## src/rtl/regfile_stack_pkg.sv

```systemverilog
// regfile_stack_pkg
//   Shared constants and types for the register file / return-address stack.
//   DEF_* : default widths and depths used as parameter defaults.
//   stack_op_e : decoded push/pop request for the return stack.
package regfile_stack_pkg;

    localparam int DEF_DATA_W      = 32;
    localparam int DEF_NUM_REGS    = 8;
    localparam int DEF_PC_W        = 8;
    localparam int DEF_STACK_DEPTH = 16;

    typedef enum logic [1:0] {
        OP_NONE = 2'd0,
        OP_PUSH = 2'd1,
        OP_POP  = 2'd2,
        OP_SWAP = 2'd3
    } stack_op_e;

endpackage

```

## src/rtl/ret_stack.sv

```systemverilog
// ret_stack
//   Hardware return-address LIFO used for CALL/RET.
//   Ports:
//     clk, reset          clock (rising edge), asynchronous active-high reset
//     push, push_pc       CALL: store push_pc+1 on top of stack
//     pop                 RET: pop the top entry into pop_pc
//     clr_err             clears the sticky error flags
//     pop_pc, pop_valid   registered return address and its 1-cycle strobe
//     stack_full/empty    combinational from the stack pointer
//     stack_ovf/unf       sticky overflow / underflow flags
module ret_stack
    import regfile_stack_pkg::*;
#(
    parameter int PC_W        = DEF_PC_W,
    parameter int STACK_DEPTH = DEF_STACK_DEPTH
) (
    input  logic            clk,
    input  logic            reset,
    input  logic            push,
    input  logic [PC_W-1:0] push_pc,
    input  logic            pop,
    input  logic            clr_err,
    output logic [PC_W-1:0] pop_pc,
    output logic            pop_valid,
    output logic            stack_full,
    output logic            stack_empty,
    output logic            stack_ovf,
    output logic            stack_unf
);

    localparam int IDX_W = $clog2(STACK_DEPTH);
    localparam int SP_W  = IDX_W + 1;

    logic [SP_W-1:0]  sp;
    logic [PC_W-1:0]  mem [STACK_DEPTH];
    stack_op_e        op;

    logic [IDX_W-1:0] free_idx;
    logic [IDX_W-1:0] top_idx;
    logic [IDX_W-1:0] wr_idx;
    logic [PC_W-1:0]  ret_addr;
    logic             wr_en;
    logic             rd_en;
    logic             sp_inc;
    logic             sp_dec;
    logic             set_ovf;
    logic             set_unf;

    assign stack_full  = (sp == SP_W'(STACK_DEPTH));
    assign stack_empty = (sp == '0);

    // When sp == STACK_DEPTH the low bits wrap to 0, so top_idx still lands
    // on the last entry; free_idx is only used when the stack is not full.
    assign free_idx = sp[IDX_W-1:0];
    assign top_idx  = free_idx - IDX_W'(1);
    assign ret_addr = push_pc + PC_W'(1);

    always_comb begin
        case ({push, pop})
            2'b10:   op = OP_PUSH;
            2'b01:   op = OP_POP;
            2'b11:   op = OP_SWAP;
            default: op = OP_NONE;
        endcase
    end

    always_comb begin
        wr_en   = 1'b0;
        wr_idx  = free_idx;
        rd_en   = 1'b0;
        sp_inc  = 1'b0;
        sp_dec  = 1'b0;
        set_ovf = 1'b0;
        set_unf = 1'b0;
        case (op)
            OP_PUSH: begin
                if (stack_full) begin
                    set_ovf = 1'b1;
                end else begin
                    wr_en  = 1'b1;
                    sp_inc = 1'b1;
                end
            end
            OP_POP: begin
                if (stack_empty) begin
                    set_unf = 1'b1;
                end else begin
                    rd_en  = 1'b1;
                    sp_dec = 1'b1;
                end
            end
            OP_SWAP: begin
                if (stack_empty) begin
                    // Failed pop, but the push half still goes through.
                    set_unf = 1'b1;
                    wr_en   = 1'b1;
                    sp_inc  = 1'b1;
                end else begin
                    // Old top is read out and overwritten in the same edge.
                    rd_en  = 1'b1;
                    wr_en  = 1'b1;
                    wr_idx = top_idx;
                end
            end
            default: ;
        endcase
    end

    always_ff @(posedge clk or posedge reset) begin
        if (reset) begin
            sp        <= '0;
            pop_pc    <= '0;
            pop_valid <= 1'b0;
            stack_ovf <= 1'b0;
            stack_unf <= 1'b0;
            for (int i = 0; i < STACK_DEPTH; i++) begin
                mem[i] <= '0;
            end
        end else begin
            if (sp_inc) begin
                sp <= sp + SP_W'(1);
            end else if (sp_dec) begin
                sp <= sp - SP_W'(1);
            end
            if (wr_en) begin
                mem[wr_idx] <= ret_addr;
            end
            if (rd_en) begin
                pop_pc <= mem[top_idx];
            end
            pop_valid <= rd_en;
            // A fresh error in the clearing cycle keeps the flag set.
            stack_ovf <= set_ovf | (stack_ovf & ~clr_err);
            stack_unf <= set_unf | (stack_unf & ~clr_err);
        end
    end

endmodule

```

## src/rtl/regfile_stack.sv

```systemverilog
// regfile_stack
//   2-read / 1-write general-purpose register file with an independent
//   return-address stack (ret_stack) for CALL/RET.
//   Ports:
//     clk, reset             clock (rising edge), asynchronous active-high reset
//     rs1, rs2 -> rd1, rd2   combinational read ports
//     regwrite, ws, wd       synchronous write port
//     push, push_pc, pop     return-stack requests from the control unit
//     pop_pc, pop_valid      return address to fetch, 1-cycle strobe
//     stack_full/empty/ovf/unf, clr_err   stack status and error clear
//   Build option: define REGFILE_BYPASS_EN to forward wd to a read port whose
//   index matches ws while regwrite is high; otherwise reads show stored data.
module regfile_stack
    import regfile_stack_pkg::*;
#(
    parameter int DATA_W      = DEF_DATA_W,
    parameter int NUM_REGS    = DEF_NUM_REGS,
    parameter int ADDR_W      = $clog2(NUM_REGS),
    parameter int PC_W        = DEF_PC_W,
    parameter int STACK_DEPTH = DEF_STACK_DEPTH
) (
    input  logic              clk,
    input  logic              reset,
    input  logic [ADDR_W-1:0] rs1,
    input  logic [ADDR_W-1:0] rs2,
    output logic [DATA_W-1:0] rd1,
    output logic [DATA_W-1:0] rd2,
    input  logic              regwrite,
    input  logic [ADDR_W-1:0] ws,
    input  logic [DATA_W-1:0] wd,
    input  logic              push,
    input  logic [PC_W-1:0]   push_pc,
    input  logic              pop,
    output logic [PC_W-1:0]   pop_pc,
    output logic              pop_valid,
    output logic              stack_full,
    output logic              stack_empty,
    output logic              stack_ovf,
    output logic              stack_unf,
    input  logic              clr_err
);

    logic [DATA_W-1:0] gpr [NUM_REGS];

    always_ff @(posedge clk or posedge reset) begin
        if (reset) begin
            for (int i = 0; i < NUM_REGS; i++) begin
                gpr[i] <= '0;
            end
        end else if (regwrite) begin
            gpr[ws] <= wd;
        end
    end

`ifdef REGFILE_BYPASS_EN
    assign rd1 = (regwrite && (ws == rs1)) ? wd : gpr[rs1];
    assign rd2 = (regwrite && (ws == rs2)) ? wd : gpr[rs2];
`else
    assign rd1 = gpr[rs1];
    assign rd2 = gpr[rs2];
`endif

    ret_stack #(
        .PC_W        (PC_W),
        .STACK_DEPTH (STACK_DEPTH)
    ) u_ret_stack (
        .clk         (clk),
        .reset       (reset),
        .push        (push),
        .push_pc     (push_pc),
        .pop         (pop),
        .clr_err     (clr_err),
        .pop_pc      (pop_pc),
        .pop_valid   (pop_valid),
        .stack_full  (stack_full),
        .stack_empty (stack_empty),
        .stack_ovf   (stack_ovf),
        .stack_unf   (stack_unf)
    );

endmodule

```

## config.mk

```make
export PLATFORM = sky130hd
export DESIGN_NAME = regfile_stack
export DESIGN_NICKNAME = d
export VERILOG_FILES = /design/src/rtl/regfile_stack_pkg.sv /design/src/rtl/ret_stack.sv /design/src/rtl/regfile_stack.sv
export SDC_FILE = /design/constraint.sdc
export NUM_CORES = 1
export LEC_CHECK = 0
export CAP_MARGIN = 30
export CELL_PAD_IN_SITES_DETAIL_PLACEMENT = 1
export CELL_PAD_IN_SITES_GLOBAL_PLACEMENT = 1
export CORE_MARGIN = 4
export CORE_UTILIZATION = 29
export CTS_CLUSTER_DIAMETER = 40
export DETAILED_ROUTE_END_ITERATION = 8
export GPL_TIMING_DRIVEN = 0
export PLACE_DENSITY_LB_ADDON = 0.1
export SLEW_MARGIN = 20
export SYNTH_ARGS = -nofsm -noshare
export SYNTH_HDL_FRONTEND = slang
export SYNTH_SLANG_ARGS = --single-unit
```

## constraint.sdc

```tcl
create_clock -name clk -period 15.3 [get_ports clk]
set_input_delay 3.06 -clock clk [delete_from_list [all_inputs] [get_ports clk]]
set_output_delay 3.06 -clock clk [all_outputs]
set_load 0.01 [all_outputs]
```

==> flow_metrics.py <==
metrics = {
    "logic_synthesis": {
        "post_synthesis_xor_xnor_area_fraction_pct": 0.556,
        "dominant_combinational_cell_family_by_area_after_synthesis": "multiplexers",
        "primary_flip_flop_cell_chosen_by_synthesis_mapping": "sky130_fd_sc_hd__dfrtp_1",
        "synthSimpleGateAreaFrac_pct": 2.18,
        "async_flop_share_pct": 100,
        "average_size_of_a_mapped_cell_um2": 16.1,
        "synth_enable_flop_cells": 0,
        "number_of_distinct_standard_cells_referenced_by_the_synthesized_netlist": 53,
        "synthMuxAreaShare_pct": 43.0,
        "synth_top_area_share_pct": 48.9,
        "post_synth_inst_count": 1274,
        "synth.yosys.warnings": 0,
        "ys_seq_elements": 400,
        "synth_fa_ha_area_share_pct": 0.526,
        "synthDominantAreaCellType": "sky130_fd_sc_hd__dfrtp_1",
        "synthesis.nets": 1337,
        "synth.area.top_cells": "sky130_fd_sc_hd__dfrtp_1 (49%), sky130_fd_sc_hd__mux2_2 (22%), sky130_fd_sc_hd__mux4_2 (18%)",
        "synth_compound_area_share_pct": 2.67,
        "syn-cell-area_mm2": 0.0205,
        "seq_area_frac_synth_pct": 48.9,
    },
    "cells_and_area": {
        "drive_gt1_share_pct": 51.4,
        "finish.net_count": 1572,
        "final_cell_count_no_fill": 2528,
        "area.growth.synth_to_final_pct": 30.7,
    },
    "clocking": {
        "cts_tree": "done",
        "clock_h_tree_levels": 3,
        "clock_sinks": 400,
        "clk_latency_ns": 0.63,
        "clock_buffer_depth": 3,
        "post-cts-setup-buffer-count": 0,
        "cts_hold_repair.buffers": 0,
        "cts_buffers": 94,
        "clk_pin_slew_worst_paths_ns": 0.04,
        "cts.repair.resized": 0,
        "cts.root.buffer_cell": "sky130_fd_sc_hd__clkbuf_16",
    },
    "grt": {
        "met1_usage_pct": 21.8,
        "gr-usage-met2_pct": 27.7,
        "gr-usage-all-layers_pct": 16.6,
        "antenna_found_initial": 4,
        "overflow": 0,
        "grt.busiest_layer": "met2",
        "via_count_of_the_first_global_routing_pass": 14000,
        "largest_net_degree_at_the_start_of_global_routing": 90,
        "groute.layer.met3.usage_pct": 3.30,
        "grt_pass1_wl_um": 92900,
    },
    "routing": {
        "detail-route-antenna-nets": 0,
        "drt_drc_violations_left": 0,
        "finalWirelength_um": 61200,
        "detailedRoute.firstPassIterationCount": 4,
        "routedWlPerCell_um": 24.2,
        "detailedRoute.firstIterationViolations": 483,
        "route.detailed.vias_per_inst": 4.97,
        "routed-via-count": 12600,
    },
    "timing": {
        "min_period_over_period_pct": 57.8,
        "rsz0062_at_grt": "false",
        "final.min_clock_period_ns": 8.84,
        "final_slew_violations": 0,
        "timing.fmax_mhz": 113,
        "slew_headroom_pct": 32.8,
        "tightestPinTransition_ns": 1.01,
        "finalClockSkew_ns": 0.0168,
        "hold_viol_final": 0,
        "setup_viol": 0,
        "final.hold.worst_slack_ns": 0.478,
    },
    "setup_path": {
        "timing.setup.critical_path_class": "input port to output pin",
        "maximum_fanout_encountered_on_the_critical_timing_path": 10,
        "arrival_time_of_data_at_the_critical_path_endpoint_ns": 5.78,
        "cp-start-kind": "input port",
        "setup.reg_to_reg.worst_slack_ns": 11.46,
        "timing.critical_path.to_type": "output pin",
        "required_ns": 12.24,
    },
    "placed_design": {
        "post-dp-hpwl_um": 40600,
        "globalplace.congestion": 0.714,
        "place.detailed.instances": 2350,
        "portBuffers": 120,
    },
    "min_path": {
        "worst_hold_path_type": "flop to flop",
    },
    "flow_run": {
        "maxCapViolations": 0,
    },
    "floorplanning": {
        "row_count": 97,
        "die_outline_area_mm2": 0.0749,
        "num_io_pins": 132,
        "fp.dieW_um": 274,
        "floorplan.initialDensity_pct": 29.2,
        "coreArea_mm2": 0.0700,
        "dieHeight_um": 274,
    },
    "run_status": {
        "run_status": "completed",
    },
    "power_and_ir_drop": {
        "total_power_uw": 5380,
        "vdd_ir_drop_max_v": 0.0000905,
        "power_density_over_cell_area_mw_per_mm2": 201,
        "p_leak_uw": 0.0110,
    },
}
-- routing by layer --
layer  vias up  routed length [um]
met5         -                  11
met4         2                1500
met3       117                2280
met2       205               30200
met1      6802               27100
li1       5439                   -
-- worst max-delay path, cell delays in order --
cell and delay, ns:
sky130_fd_sc_hd__clkbuf_1 0.66, sky130_fd_sc_hd__clkbuf_1 0.81, sky130_fd_sc_hd__mux4_2 0.42, sky130_fd_sc_hd__mux2_2 0.32, sky130_fd_sc_hd__clkdlybuf4s50_1 0.49
-- sequential cells by signal, indices dropped and copies added, names as in the netlist --
name                   cells
gpr                      256
u_ret_stack.mem          128
u_ret_stack.pop_pc         8
u_ret_stack.sp             5
u_ret_stack.pop_valid      1
u_ret_stack.stack_ovf      1
u_ret_stack.stack_unf      1
-- cell usage in the layout (no fill, tap or decap), types with 4 or more instances in the layout --
cell and count:
sky130_fd_sc_hd__dfrtp_1 400, sky130_fd_sc_hd__mux2_2 392, sky130_fd_sc_hd__mux4_2 160, sky130_fd_sc_hd__clkdlybuf4s50_1 120, sky130_fd_sc_hd__clkbuf_16 94, sky130_fd_sc_hd__clkbuf_1 77
sky130_fd_sc_hd__mux2_4 33, sky130_fd_sc_hd__bufinv_16 24, sky130_fd_sc_hd__mux2i_1 21, sky130_fd_sc_hd__clkbuf_8 19, sky130_fd_sc_hd__nand2_1 14, sky130_fd_sc_hd__o21ai_0 13
sky130_fd_sc_hd__buf_1 13, sky130_fd_sc_hd__inv_1 12, sky130_fd_sc_hd__buf_6 11, sky130_fd_sc_hd__a21o_1 10, sky130_fd_sc_hd__a21oi_1 9, sky130_fd_sc_hd__o22ai_1 9
sky130_fd_sc_hd__clkinv_2 9, sky130_fd_sc_hd__xnor2_1 8, sky130_fd_sc_hd__buf_2 8, sky130_fd_sc_hd__o31ai_1 8, sky130_fd_sc_hd__buf_8 8, sky130_fd_sc_hd__mux2_1 7
sky130_fd_sc_hd__ha_1 7, sky130_fd_sc_hd__clkinvlp_4 7, sky130_fd_sc_hd__nand2_2 6, sky130_fd_sc_hd__nand3_1 5, sky130_fd_sc_hd__nor3_1 5, sky130_fd_sc_hd__a31oi_1 5
sky130_fd_sc_hd__nor2_4 5, sky130_fd_sc_hd__a211oi_2 4, sky130_fd_sc_hd__o21a_2 4, sky130_fd_sc_hd__xor2_1 4, sky130_fd_sc_hd__nor2_1 4, sky130_fd_sc_hd__buf_16 4
-- worst paths after layout --
path / startpoint / end / cells after the start
worst max-delay path: rs1[1] / rd1[30] / 5
worst min-delay path: u_ret_stack.pop_pc[4] / u_ret_stack.pop_pc[4] / 1
min in group asynchronous: reset / gpr[120] / 2
worst min register to register: u_ret_stack.pop_pc[4] / u_ret_stack.pop_pc[4] / 1
max in group asynchronous: reset / gpr[70] / 4
worst max register to register: u_ret_stack.sp[1] / u_ret_stack.pop_pc[2] / 9
-- through the flow --
step	setup TNS, ns	cell area, um2	util (%)	setup slack (ns)
final	0	26800	38.2	6.46
after global routing	0	26800	38.2	6.27
after floorplan	0	20500	-	1.12
after detailed placement	0	23100	33.0	6.34
after global placement	-1987.33	22800	32.6	-5.03
after CTS	0	26700	38.2	6.33
-- cells in the mapped netlist (all sizes together), types with 6 or more instances --
library cell  count
a21oi             9
a21o             10
nand2            21
nor2             12
buf              27
clkbuf           65
o21ai            17
dfrtp           400
mux2            432
o22ai             9
xnor2             8
nor3              6
mux2i            21
o31ai             8
ha                7
inv              14
mux4            160
-- logic make-up (layout without fill, tap and decap cells) --
logic type | Yosys count | in the layout
adder cells (fa/ha/maj) | 8 | 8
multiplexers | 613 | 613
buffers and inverters | 106 | 417
XOR/XNOR | 13 | 13
AO/OA/AOI/OAI | 70 | 70
flip-flops | 400 | 400
AND/OR/NAND/NOR | 64 | 64
other | 0 | 3
-- report_power, final --
| group | switching (uW) | leakage (uW) | internal, uW |
|---|---|---|---|
| Clock | 650 | 0.00173 | 1620 |
| Combinational | 662 | 0.00442 | 854 |
| Sequential | 201 | 0.00484 | 1390 |
-- layout make-up --
cell class,count,area (um2)
Timing Repair Buffer,139,1510
Fill cell,7015,43300
Multi-Input combinational cell,768,10000
Inverter,14,65.1
Clock inverter,47,921
Sequential cell,400,10000
Tap cell,940,1180
Antenna cell,3,7.51
Buffer,92,393
Clock buffer,125,2660
Power figures use the tool's default switching activity.
